===== config.mk =====
export PLATFORM = sky130hd
export DESIGN_NAME = ps2_rx_fifo_flat
export DESIGN_NICKNAME = d
export VERILOG_FILES = /design/src/rtl/ps2_rx_fifo_if.sv /design/src/rtl/ps2_rx_fifo.sv /design/src/flat_wrapper.sv
export SDC_FILE = /design/constraint.sdc
export NUM_CORES = 1
export LEC_CHECK = 0
export CAP_MARGIN = 10
export CORE_ASPECT_RATIO = 1.25
export CORE_MARGIN = 3
export CORE_UTILIZATION = 36
export DETAILED_ROUTE_END_ITERATION = 8
export PLACE_DENSITY_LB_ADDON = 0.08
export SYNTH_ARGS = -nofsm -noshare
export SYNTH_HDL_FRONTEND = slang
export SYNTH_SLANG_ARGS = --single-unit

===== constraint.sdc =====
create_clock -name Clock -period 2.2 [get_ports Clock]
set_input_delay 0.44 -clock Clock [delete_from_list [all_inputs] [get_ports Clock]]
set_output_delay 0.44 -clock Clock [all_outputs]
set_load 0.03 [all_outputs]

===== src/rtl/ps2_rx_fifo_if.sv =====
// PS/2 receiver bus: raw line inputs, receive enable, FIFO read side
// and per-frame status pulses.
interface ps2_rx_fifo_if;
    logic       ps2d;
    logic       ps2c;
    logic       rx_enable;
    logic       rd_en;
    logic [7:0] dout;
    logic       rx_valid;
    logic       fifo_full;
    logic       rx_done_Tick;
    logic       frame_err;
    logic       parity_err;
    logic       overrun_err;

    modport master (
        output ps2d, ps2c, rx_enable, rd_en,
        input  dout, rx_valid, fifo_full,
        input  rx_done_Tick, frame_err, parity_err, overrun_err
    );

    modport slave (
        input  ps2d, ps2c, rx_enable, rd_en,
        output dout, rx_valid, fifo_full,
        output rx_done_Tick, frame_err, parity_err, overrun_err
    );
endinterface


===== src/rtl/ps2_rx_fifo.sv =====
// PS/2 device-to-host receiver with glitch filter and byte FIFO.
// Define PS2_PARITY_CHECK_EN to enforce odd parity on received frames.
module ps2_rx_fifo #(
    parameter int FILTER_LEN     = 8,
    parameter int FIFO_DEPTH     = 4,
    parameter int TIMEOUT_CYCLES = 50000
) (
    input  logic          Clock,
    input  logic          Reset,
    ps2_rx_fifo_if.slave  bus
);

    localparam int AW = (FIFO_DEPTH > 1) ? $clog2(FIFO_DEPTH) : 1;
    localparam int CW = $clog2(FIFO_DEPTH + 1);
    localparam int TW = $clog2(TIMEOUT_CYCLES + 1);

    typedef enum logic [1:0] {
        IDLE,
        DATA,
        CHECK
    } state_t;

    // ps2c filter
    logic [FILTER_LEN-1:0] filt_q;
    logic                  fclk_q;
    logic                  fclk_d;
    logic                  fall_edge;

    always_comb begin
        fclk_d = fclk_q;
        if (&filt_q)
            fclk_d = 1'b1;
        else if (~|filt_q)
            fclk_d = 1'b0;
        fall_edge = fclk_q & ~fclk_d;
    end

    always_ff @(posedge Clock or posedge Reset) begin
        if (Reset) begin
            filt_q <= '0;
            fclk_q <= 1'b0;
        end else begin
            filt_q <= {bus.ps2c, filt_q[FILTER_LEN-1:1]};
            fclk_q <= fclk_d;
        end
    end

    // receive FSM
    state_t         state_q, state_d;
    logic [3:0]     bit_q, bit_d;
    logic [TW-1:0]  tmo_q, tmo_d;
    logic [9:0]     frame_q, frame_d;

    logic [CW-1:0]  cnt_q;
    logic [AW-1:0]  wr_ptr_q;
    logic [AW-1:0]  rd_ptr_q;
    logic [7:0]     mem [FIFO_DEPTH];

    logic full;
    logic not_empty;
    logic rd_go;
    logic wr_go;
    logic done_p;
    logic ferr_p;
    logic ovr_p;
`ifdef PS2_PARITY_CHECK_EN
    logic perr_p;
`endif

    assign not_empty = (cnt_q != '0);
    assign full      = (cnt_q == CW'(FIFO_DEPTH));
    assign rd_go     = bus.rd_en & not_empty;

    always_comb begin
        state_d = state_q;
        bit_d   = bit_q;
        tmo_d   = tmo_q;
        frame_d = frame_q;
        wr_go   = 1'b0;
        done_p  = 1'b0;
        ferr_p  = 1'b0;
        ovr_p   = 1'b0;
`ifdef PS2_PARITY_CHECK_EN
        perr_p  = 1'b0;
`endif
        unique case (state_q)
            IDLE: begin
                if (fall_edge) begin
                    if (bus.ps2d) begin
                        ferr_p = 1'b1;
                    end else if (bus.rx_enable) begin
                        state_d = DATA;
                        bit_d   = '0;
                        tmo_d   = '0;
                    end
                end
            end
            DATA: begin
                if (fall_edge) begin
                    frame_d = {bus.ps2d, frame_q[9:1]};
                    bit_d   = bit_q + 4'd1;
                    tmo_d   = '0;
                    if (bit_q == 4'd9)
                        state_d = CHECK;
                end else if (tmo_q == TW'(TIMEOUT_CYCLES - 1)) begin
                    // line stalled mid-frame: drop it
                    ferr_p  = 1'b1;
                    state_d = IDLE;
                end else begin
                    tmo_d = tmo_q + TW'(1);
                end
            end
            CHECK: begin
                state_d = IDLE;
                if (!frame_q[9])
                    ferr_p = 1'b1;
`ifdef PS2_PARITY_CHECK_EN
                else if (!(^frame_q[8:0]))
                    perr_p = 1'b1;
`endif
                else if (full && !rd_go)
                    ovr_p = 1'b1;
                else begin
                    wr_go  = 1'b1;
                    done_p = 1'b1;
                end
            end
            default: state_d = IDLE;
        endcase
    end

    always_ff @(posedge Clock or posedge Reset) begin
        if (Reset) begin
            state_q <= IDLE;
            bit_q   <= '0;
            tmo_q   <= '0;
            frame_q <= '0;
        end else begin
            state_q <= state_d;
            bit_q   <= bit_d;
            tmo_q   <= tmo_d;
            frame_q <= frame_d;
        end
    end

    // byte FIFO, first-word fall-through
    always_ff @(posedge Clock or posedge Reset) begin
        if (Reset) begin
            wr_ptr_q <= '0;
            rd_ptr_q <= '0;
            cnt_q    <= '0;
        end else begin
            if (wr_go)
                wr_ptr_q <= wr_ptr_q + AW'(1);
            if (rd_go)
                rd_ptr_q <= rd_ptr_q + AW'(1);
            if (wr_go && !rd_go)
                cnt_q <= cnt_q + CW'(1);
            else if (!wr_go && rd_go)
                cnt_q <= cnt_q - CW'(1);
        end
    end

    always_ff @(posedge Clock) begin
        if (wr_go)
            mem[wr_ptr_q] <= frame_q[7:0];
    end

    assign bus.dout         = not_empty ? mem[rd_ptr_q] : 8'h00;
    assign bus.rx_valid     = not_empty;
    assign bus.fifo_full    = full;
    assign bus.rx_done_Tick = done_p;
    assign bus.frame_err    = ferr_p;
    assign bus.overrun_err  = ovr_p;
`ifdef PS2_PARITY_CHECK_EN
    assign bus.parity_err   = perr_p;
`else
    assign bus.parity_err   = 1'b0;
`endif

endmodule


===== src/flat_wrapper.sv =====
// flat-port wrapper written by rule: the top's interface ports become plain ports
module ps2_rx_fifo_flat 
#(
    parameter int FILTER_LEN     = 8,
    parameter int FIFO_DEPTH     = 4,
    parameter int TIMEOUT_CYCLES = 50000
)
  (Clock, Reset, bus_ps2d, bus_ps2c, bus_rx_enable, bus_rd_en, bus_dout, bus_rx_valid, bus_fifo_full, bus_rx_done_Tick, bus_frame_err, bus_parity_err, bus_overrun_err);
  ps2_rx_fifo_if bus_i ();
  input  logic Clock;
  input  logic Reset;
  input wire logic [$bits(bus_i.ps2d)-1:0] bus_ps2d;
  input wire logic [$bits(bus_i.ps2c)-1:0] bus_ps2c;
  input wire logic [$bits(bus_i.rx_enable)-1:0] bus_rx_enable;
  input wire logic [$bits(bus_i.rd_en)-1:0] bus_rd_en;
  output wire logic [$bits(bus_i.dout)-1:0] bus_dout;
  output wire logic [$bits(bus_i.rx_valid)-1:0] bus_rx_valid;
  output wire logic [$bits(bus_i.fifo_full)-1:0] bus_fifo_full;
  output wire logic [$bits(bus_i.rx_done_Tick)-1:0] bus_rx_done_Tick;
  output wire logic [$bits(bus_i.frame_err)-1:0] bus_frame_err;
  output wire logic [$bits(bus_i.parity_err)-1:0] bus_parity_err;
  output wire logic [$bits(bus_i.overrun_err)-1:0] bus_overrun_err;
  assign bus_i.ps2d = bus_ps2d;
  assign bus_i.ps2c = bus_ps2c;
  assign bus_i.rx_enable = bus_rx_enable;
  assign bus_i.rd_en = bus_rd_en;
  assign bus_dout = bus_i.dout;
  assign bus_rx_valid = bus_i.rx_valid;
  assign bus_fifo_full = bus_i.fifo_full;
  assign bus_rx_done_Tick = bus_i.rx_done_Tick;
  assign bus_frame_err = bus_i.frame_err;
  assign bus_parity_err = bus_i.parity_err;
  assign bus_overrun_err = bus_i.overrun_err;
  ps2_rx_fifo #(.FILTER_LEN(FILTER_LEN), .FIFO_DEPTH(FIFO_DEPTH), .TIMEOUT_CYCLES(TIMEOUT_CYCLES)) u_core (.Clock(Clock), .Reset(Reset), .bus(bus_i));
endmodule

==> summary.md, run 1 <==
| Metric | Value |
|---|---|
| Number of optimization iterations in the first detailed-route pass | `4` |
| Via total after detailed routing | `roughly 2300` |
| Final max-slew violation count | `0` |
| Most frequent cells after synthesis | `48 x sky130_fd_sc_hd__dfrtp_1, 32 x sky130_fd_sc_hd__edfxtp_1, 21 x sky130_fd_sc_hd__o21ai_1, 17 x sky130_fd_sc_hd__nand2_1, 15 x sky130_fd_sc_hd__nor2_1` |
| # Max-Cap Violations | `0` |
| Class of the worst hold path | `reg2reg` |
| Die extent in y | `approximately 120 um` |
| Syn Nets | `290` |
| Post-route antenna net violation count | `0` |
| Worst hold path startpoint | `u_core.filt_q[4]` |
| GP Congestion | `about 0.71` |
| Synth area leaders | `sky130_fd_sc_hd__dfrtp_1 33%, sky130_fd_sc_hd__edfxtp_1 26%, sky130_fd_sc_hd__mux4_2 4.9%, sky130_fd_sc_hd__o21ai_1 2.9%, sky130_fd_sc_hd__ha_1 2.7%` |
| Period utilisation layout | `102.3%` |
| Reported leakage power | `0.001897 uW` |
| Power Density | `898.8 nW/um^2` |
| Proportion of synthesized flip-flops having asynchronous set or reset | `60.00%` |
| Number of global-route vias before repair | `between 2000 and 2500` |
| Total placed cells including tap cells | `~440` |
| Synthesized area divided by synthesized cell count | `roughly 13 sq um` |
| Congestion Overflow GR | `0` |
| Global-route usage over all layers | `13.61%` |
| Share of cells above drive strength 1 | `between 20 and 30%` |
| Number of buffers added by the clock tree synthesis step | `9` |
| Portion of synthesized cell area occupied by the leading cell type | `about a third` |
| Number of warnings issued by yosys | `0` |
| Startpoint of the most critical register-to-register path | `u_core.cnt_q[2]` |
| Violated checks | `setup timing` |
| Largest voltage drop on the vdd net | `between 400 and 500 uV` |
| FP Rows | `40` |
| Core area | `a little under 10000 sq um` |
| Primary flip-flop cell chosen by synthesis mapping | `sky130_fd_sc_hd__dfrtp_1` |
| Post-synthesis sequential area ratio | `between 50% and 60%` |
| Top fanout value on the critical path | `4` |
| Count of cell types in the netlist | `51` |
| Data arrival time of the critical path | `1.81 ns` |
| Remaining design rule violation count | `0` |
| Clock-pin slew of the registers on the worst-case setup and hold paths | `0.06 ns` |
| Clock latency of the later-clocked register in the worst-skew pair | `roughly 0.34 ns` |
| Number of antenna violations at the first check in global routing | `0` |
| Crit Path Class | `reg2out` |
| Filler cell count in the final layout | `888` |
| Clock tree from TritonCTS | `built` |
| Most used standard cell by instance count after synthesis | `sky130_fd_sc_hd__dfrtp_1` |
| Area of the mapped netlist | `around 3700 sq um` |
| Sort of element at the start of the critical path | `register` |
| Int Pwr | `2976 uW` |
| Root buffer cell | `sky130_fd_sc_hd__clkbuf_16` |
| Count of input and output buffers | `18` |
| Total setup violations reported at the end of the flow | `1` |
| Avg WL per Cell | `between 15 and 20 um` |
| Post-CTS Hold Fix Bufs | `0` |
| Count of pins on the block boundary | `20` |
| Number of H-tree branching levels | `3` |
| Antenna diode count | `0` |
| Post-synth EDFFs | `32` |
| Synth Instances | `roughly 280` |
| Setup slack after layout | `-0.05123 ns` |
| Reg power frac | `42.9%` |
| Routed wire length | `6899 um` |
| Post-route clock skew | `between 0.006 and 0.007 ns` |
| RSZ-0062 raised after global routing | `yes` |
| Post-DP HPWL | `around 4800 um` |
| Worst reg2reg path endpoint | `u_core.cnt_q[2]` |
| Width of the die | `between 90 and 100 um` |
| Crit path required time | `1.76 ns` |
| Maximum achievable frequency | `444.2 MHz` |
| Global-route wire length before repair | `11890 um` |
| Number of instances on the worst hold path | `0` |
| Reg2Reg Depth | `8` |
| Part of the total power dissipated in the clock network | `37.2%` |
| Maximum number of buffers from clock root to sink | `2` |
| Initial DRC Count | `54` |
| Post-synthesis to final-layout area growth | `25.07%` |
| Initial Utilization | `between 30% and 40%` |
| Die outline area | `about 11000 sq um` |
| Finished Layout Cells | `roughly 460` |
| Cell type with the largest total area after synthesis | `sky130_fd_sc_hd__dfrtp_1` |
| Result of the run | `finished, violations left` |
| Post-synthesis register bit count | `80` |
| Number of vias per cell | `approximately 5` |
| Switching Power | `1137 uW` |
| Post-layout net count | `between 300 and 400` |
| Terminating pin of the worst hold path | `u_core.filt_q[3]` |
| Category of the worst setup path capture point | `primary output` |
| Number of failing hold endpoints at the final stage | `0` |
| Maximum number of pins on one net before global-route repair | `49` |
| Switch share | `about 28%` |
| Setup slack, reg-to-reg | `about 0.15 ns` |
| Sinks on the clock net | `80` |
| Combinational share of power | `about a fifth` |
| Worst slack after detailed placement | `-0.04659 ns` |
| Min cycle time layout | `~2.3 ns` |
-- final cells by class --
class                      count  area (sq um)  area share, %
tap                          126         157.7          3.445
clock buffer                  10         239.0          5.223
timing repair buffer          51         452.9          9.899
multi-input combinational    174          1445          31.58
sequential                    80          2162          47.25
inverter                      12         45.04         0.9844
clock inverter                 6         73.82          1.613
-- cell usage in the layout (no fill, tap or decap), types with 9 or more instances in the layout --
cell type	Yosys	routed
sky130_fd_sc_hd__o21ai_1	21	20
sky130_fd_sc_hd__buf_4	1	31
sky130_fd_sc_hd__inv_1	12	11
sky130_fd_sc_hd__nand2_1	17	17
sky130_fd_sc_hd__edfxtp_1	32	32
sky130_fd_sc_hd__and2_1	12	12
sky130_fd_sc_hd__nand3_1	13	12
sky130_fd_sc_hd__dfrtp_1	48	48
sky130_fd_sc_hd__clkbuf_16	0	9
sky130_fd_sc_hd__nor2_1	15	14
-- kinds of logic after synthesis --
group                    count (synthesis)  synth area share, %
flip-flops                              80                59.10
other                                    1               0.1025
AND/OR/NAND/NOR                         91                14.91
AO/OA/AOI/OAI                           42                7.900
adder cells (fa/ha/maj)                  9                3.283
buffers and inverters                   21                2.941
multiplexers                            21                9.370
XOR/XNOR                                10                2.394
-- flip-flops by register name, summed over array words and instances, names as in the netlist --
| register | cells |
|---|---|
| u_core.fclk_q | 1 |
| u_core.wr_ptr_q | 2 |
| u_core.bit_q | 4 |
| u_core.frame_q | 10 |
| u_core.mem | 32 |
| u_core.filt_q | 8 |
| u_core.cnt_q | 3 |
| u_core.state_q | 2 |
| u_core.rd_ptr_q | 2 |
| u_core.tmo_q | 16 |
-- power groups by stage --
stage / Combinational (uW) / Sequential, uW / Clock (uW)
global placement: 854 / 1780 / 0
CTS: 833 / 1760 / 1580
detailed placement: 864 / 1780 / 0
finish: 817 / 1760 / 1530
floorplan: 525 / 1750 / 0
global route: 905 / 1780 / 1640
-- worst max-delay path, cell delays in order (launching register included) --
cell and delay, ns:
sky130_fd_sc_hd__dfrtp_1 0.43, sky130_fd_sc_hd__nor4_4 0.34, sky130_fd_sc_hd__nand3_2 0.15, sky130_fd_sc_hd__o31a_1 0.27, sky130_fd_sc_hd__o21ai_2 0.14, sky130_fd_sc_hd__buf_6 0.15
-- worst max path at each step --
stage	to	cells after the start	startpoint	slack (ns)
finish	bus_frame_err	5	u_core.filt_q[1]	-0.05
floorplan	u_core.cnt_q[2]	10	u_core.cnt_q[0]	0.05
detailed placement	u_core.cnt_q[2]	9	bus_rd_en	-0.05
global placement	u_core.cnt_q[2]	8	u_core.cnt_q[0]	-0.005
global route	bus_frame_err	6	u_core.tmo_q[11]	-0.14
CTS	bus_frame_err	6	u_core.tmo_q[11]	-0.09
-- layer usage --
| metal | GRT usage (%) | up-vias | wire length (um) |
|---|---|---|---|
| met5 | 0 | - | 0 |
| met4 | 5.872 | 0 | 110 |
| met3 | 3.183 | 10 | 217 |
| met2 | 23.33 | 26 | 3638 |
| met1 | 15.85 | 1131 | 2932 |
| li1 | - | 1123 | - |
-- stage by stage --
step           hold WS, ns    TNS, ns  power, uW  util, %  instance area (sq um)
6_report            0.4438   -0.05123       4112    46.88                   4576
2_1_floorplan       0.3948          0       2274        -                   3661
5_1_grt             0.4655    -0.1397       4324    46.88                   4576
3_3_place_gp        0.4031  -0.005149       2636    43.05                   4202
3_5_place_dp        0.4108   -0.04659       2648    43.05                   4202
4_1_cts             0.4406    -0.1472       4174    46.46                   4534
-- what timing repair did --
item	4_1_cts	5_1_grt
pin swaps	3	2
buffers inserted	3	2
endpoints found under the setup margin	12	5
hold endpoints to repair	0	0
resized for setup	46	12
Note: power is estimated with default switching activity, not from simulation.
==> run 2, diff against run 1 <==
- GPL_ROUTABILITY_DRIVEN: default -> 0
==> results of run 2 <==
No change in the layout: final DEF, timing and power equal those of run 1.
==> run 3, diff against run 2 <==
- SKIP_CTS_REPAIR_TIMING: default -> 1
==> summary.md, run 3 (synthesized netlist as in run 1, its figures left out) <==
| Metric | Value |
|---|---|
| Post-synthesis to final-layout area growth | `25.68%` |
| Maximum achievable frequency | `roughly 440 MHz` |
| Post-layout utilization of the core | `around 47%` |
| Initial DRC Count | `59` |
| Largest voltage drop on the vdd net | `roughly 400 uV` |
| Cell chain of the critical path | `nor4b_4, and4_4, nand3_2, o31a_1, o21ai_2, buf_6` |
| Width of the die | `a little under 100 um` |
| Setup slack after layout | `-0.06837 ns` |
| Largest register by flop count | `u_core.mem` |
| Post-route clock skew | `between 0.006 and 0.007 ns` |
| Final max-slew violation count | `0` |
| Number of global-route vias before repair | `roughly 2400` |
| Data arrival time of the critical path | `~1.8 ns` |
| Die outline area | `11420 sq um` |
| Sort of element at the start of the critical path | `register` |
| # Max-Cap Violations | `0` |
| Root buffer cell | `sky130_fd_sc_hd__clkbuf_16` |
| Antenna diode count | `0` |
| Crit path required time | `1.76 ns` |
| Post-layout net count | `between 300 and 400` |
| Congestion Overflow GR | `0` |
| FP Rows | `40` |
| Post-DP HPWL | `between 4000 and 5000 um` |
| Slowest cell on the critical path | `sky130_fd_sc_hd__dfrtp_1` |
| Routed wire length | `6904 um` |
| Number of vias per cell | `between 5 and 6` |
| Crit Path Class | `reg2out` |
| Total setup violations reported at the end of the flow | `1` |
| Global-route wire length before repair | `11740 um` |
| Category of the worst setup path capture point | `primary output` |
| Violated checks | `setup timing` |
| Min cycle time layout | `2.268 ns` |
| Clock latency of the later-clocked register in the worst-skew pair | `about 0.33 ns` |
| Number of buffers added by the clock tree synthesis step | `9` |
| Bufs and invs on worst path | `1` |
| Count of input and output buffers | `18` |
| Avg WL per Cell | `roughly 15 um` |
| Cell class contributing the biggest share of worst-path delay | `simple AND/OR/NAND/NOR gates` |
| Die extent in y | `118.7 um` |
| Post-layout power | `4122 uW` |
| Global-route usage over all layers | `a little over an eighth` |
| Crit-path max cell delay | `around 0.4 ns` |
| Core area | `9759 sq um` |
| Reported leakage power | `between 0.0015 and 0.002 uW` |
| Clock tree from TritonCTS | `built` |
| Class of the worst hold path | `in2async` |
| Remaining design rule violation count | `0` |
| Via total after detailed routing | `roughly 2300` |
| Period utilisation layout | `103.1%` |
| Number of antenna violations at the first check in global routing | `0` |
| Post-route antenna net violation count | `0` |
| Sinks on the clock net | `80` |
| Maximum number of pins on one net before global-route repair | `49` |
| Most used cells in the layout excluding fill and tap cells | `48 x sky130_fd_sc_hd__dfrtp_1, 32 x sky130_fd_sc_hd__buf_4, 32 x sky130_fd_sc_hd__edfxtp_1` |
| Total placed cells including tap cells | `~440` |
| Largest registers | `u_core.mem (32), u_core.tmo_q (16), u_core.frame_q (10)` |
| Commonest non-fill, non-tap cell in the layout | `sky130_fd_sc_hd__dfrtp_1` |
| Clock-pin slew of the registers on the worst-case setup and hold paths | `around 0.060 ns` |
| RSZ-0062 raised after global routing | `yes` |
| Maximum number of buffers from clock root to sink | `2` |
| Count of pins on the block boundary | `20` |
| Top fanout value on the critical path | `3` |
| Flip-flop count of the largest register, all copies and words added | `32` |
| Initial Utilization | `37.49%` |
| Number of H-tree branching levels | `3` |
| Result of the run | `finished, violations left` |
| Power Density | `between 800 and 900 nW/um^2` |
| Share of cells above drive strength 1 | `29.34%` |
| Number of failing hold endpoints at the final stage | `0` |
| Number of optimization iterations in the first detailed-route pass | `4` |
| Finished Layout Cells | `460` |
[run 3: cell count changes in the layout (fill, tap and decap cells not counted)]
cell and delta:
sky130_fd_sc_hd__dlygate4sd2_1 -2, sky130_fd_sc_hd__nor4_4 +1, sky130_fd_sc_hd__nand3_1 -1, sky130_fd_sc_hd__buf_2 -4, sky130_fd_sc_hd__clkbuf_2 +5, sky130_fd_sc_hd__buf_4 +1
sky130_fd_sc_hd__dlymetal6s2s_1 +2, sky130_fd_sc_hd__nor4_2 -1, sky130_fd_sc_hd__buf_6 -1, sky130_fd_sc_hd__nand3_2 +1
[run 3: per-layer routing]
metal	track usage [%]	vias up	part of all wire (%)
li1	-	1125	-
met1	15.77	1148	43
met2	22.89	29	52
met3	3.183	10	3.2
met4	5.872	0	1.5
met5	0	-	0
[run 3: metrics by stage]
stage	worst slack, ns	hold WS [ns]	TNS [ns]	cell area [sq um]
2_1_floorplan	0.05128	0.3948	0	3661
3_3_place_gp	-0.005149	0.4031	-0.005149	4202
3_5_place_dp	-0.04659	0.4108	-0.04659	4202
4_1_cts	-0.3703	0.4246	-3.431	4514
5_1_grt	-0.1563	0.4855	-0.1693	4598
6_report	-0.06837	0.4639	-0.06837	4598
[run 3: worst register-to-register path, delay by kind of cell (launching register included)]
kind / cells / cell delay, ns
XOR/XNOR: 2 / 0.29
AND/OR/NAND/NOR: 3 / 0.69
adder cells (fa/ha/maj): 2 / 0.55
flip-flops: 1 / 0.38
buffers and inverters: 1 / 0.06
[run 3: worst paths after layout]
kind	cells past startpoint	slack [ns]	startpoint	endpoint
max in group asynchronous	3	1.51	Reset	u_core.tmo_q[14]
worst max-delay path	6	-0.07	u_core.tmo_q[11]	bus_frame_err
min in group Clock	0	0.48	u_core.filt_q[4]	u_core.filt_q[3]
worst min register to register	0	0.48	u_core.filt_q[4]	u_core.filt_q[3]
worst max register to register	8	0.15	u_core.cnt_q[2]	u_core.cnt_q[2]
worst min-delay path	3	0.46	Reset	u_core.bit_q[1]
[run 3: layout make-up]
| type | count | area (sq um) |
|---|---|---|
| Sequential cell | 80 | 2162 |
| Multi-Input combinational cell | 174 | 1459 |
| Fill cell | 888 | 5161 |
| Tap cell | 126 | 157.7 |
| Inverter | 12 | 45.04 |
| Clock buffer | 10 | 239.0 |
| Timing Repair Buffer | 52 | 461.7 |
| Clock inverter | 6 | 73.82 |
[run 3: where the power goes]
| part | switching (uW) | internal (uW) |
|---|---|---|
| Sequential | 122 | 1640 |
| Combinational | 408 | 418 |
| Clock | 608 | 923 |
| Total | 1140 | 2980 |
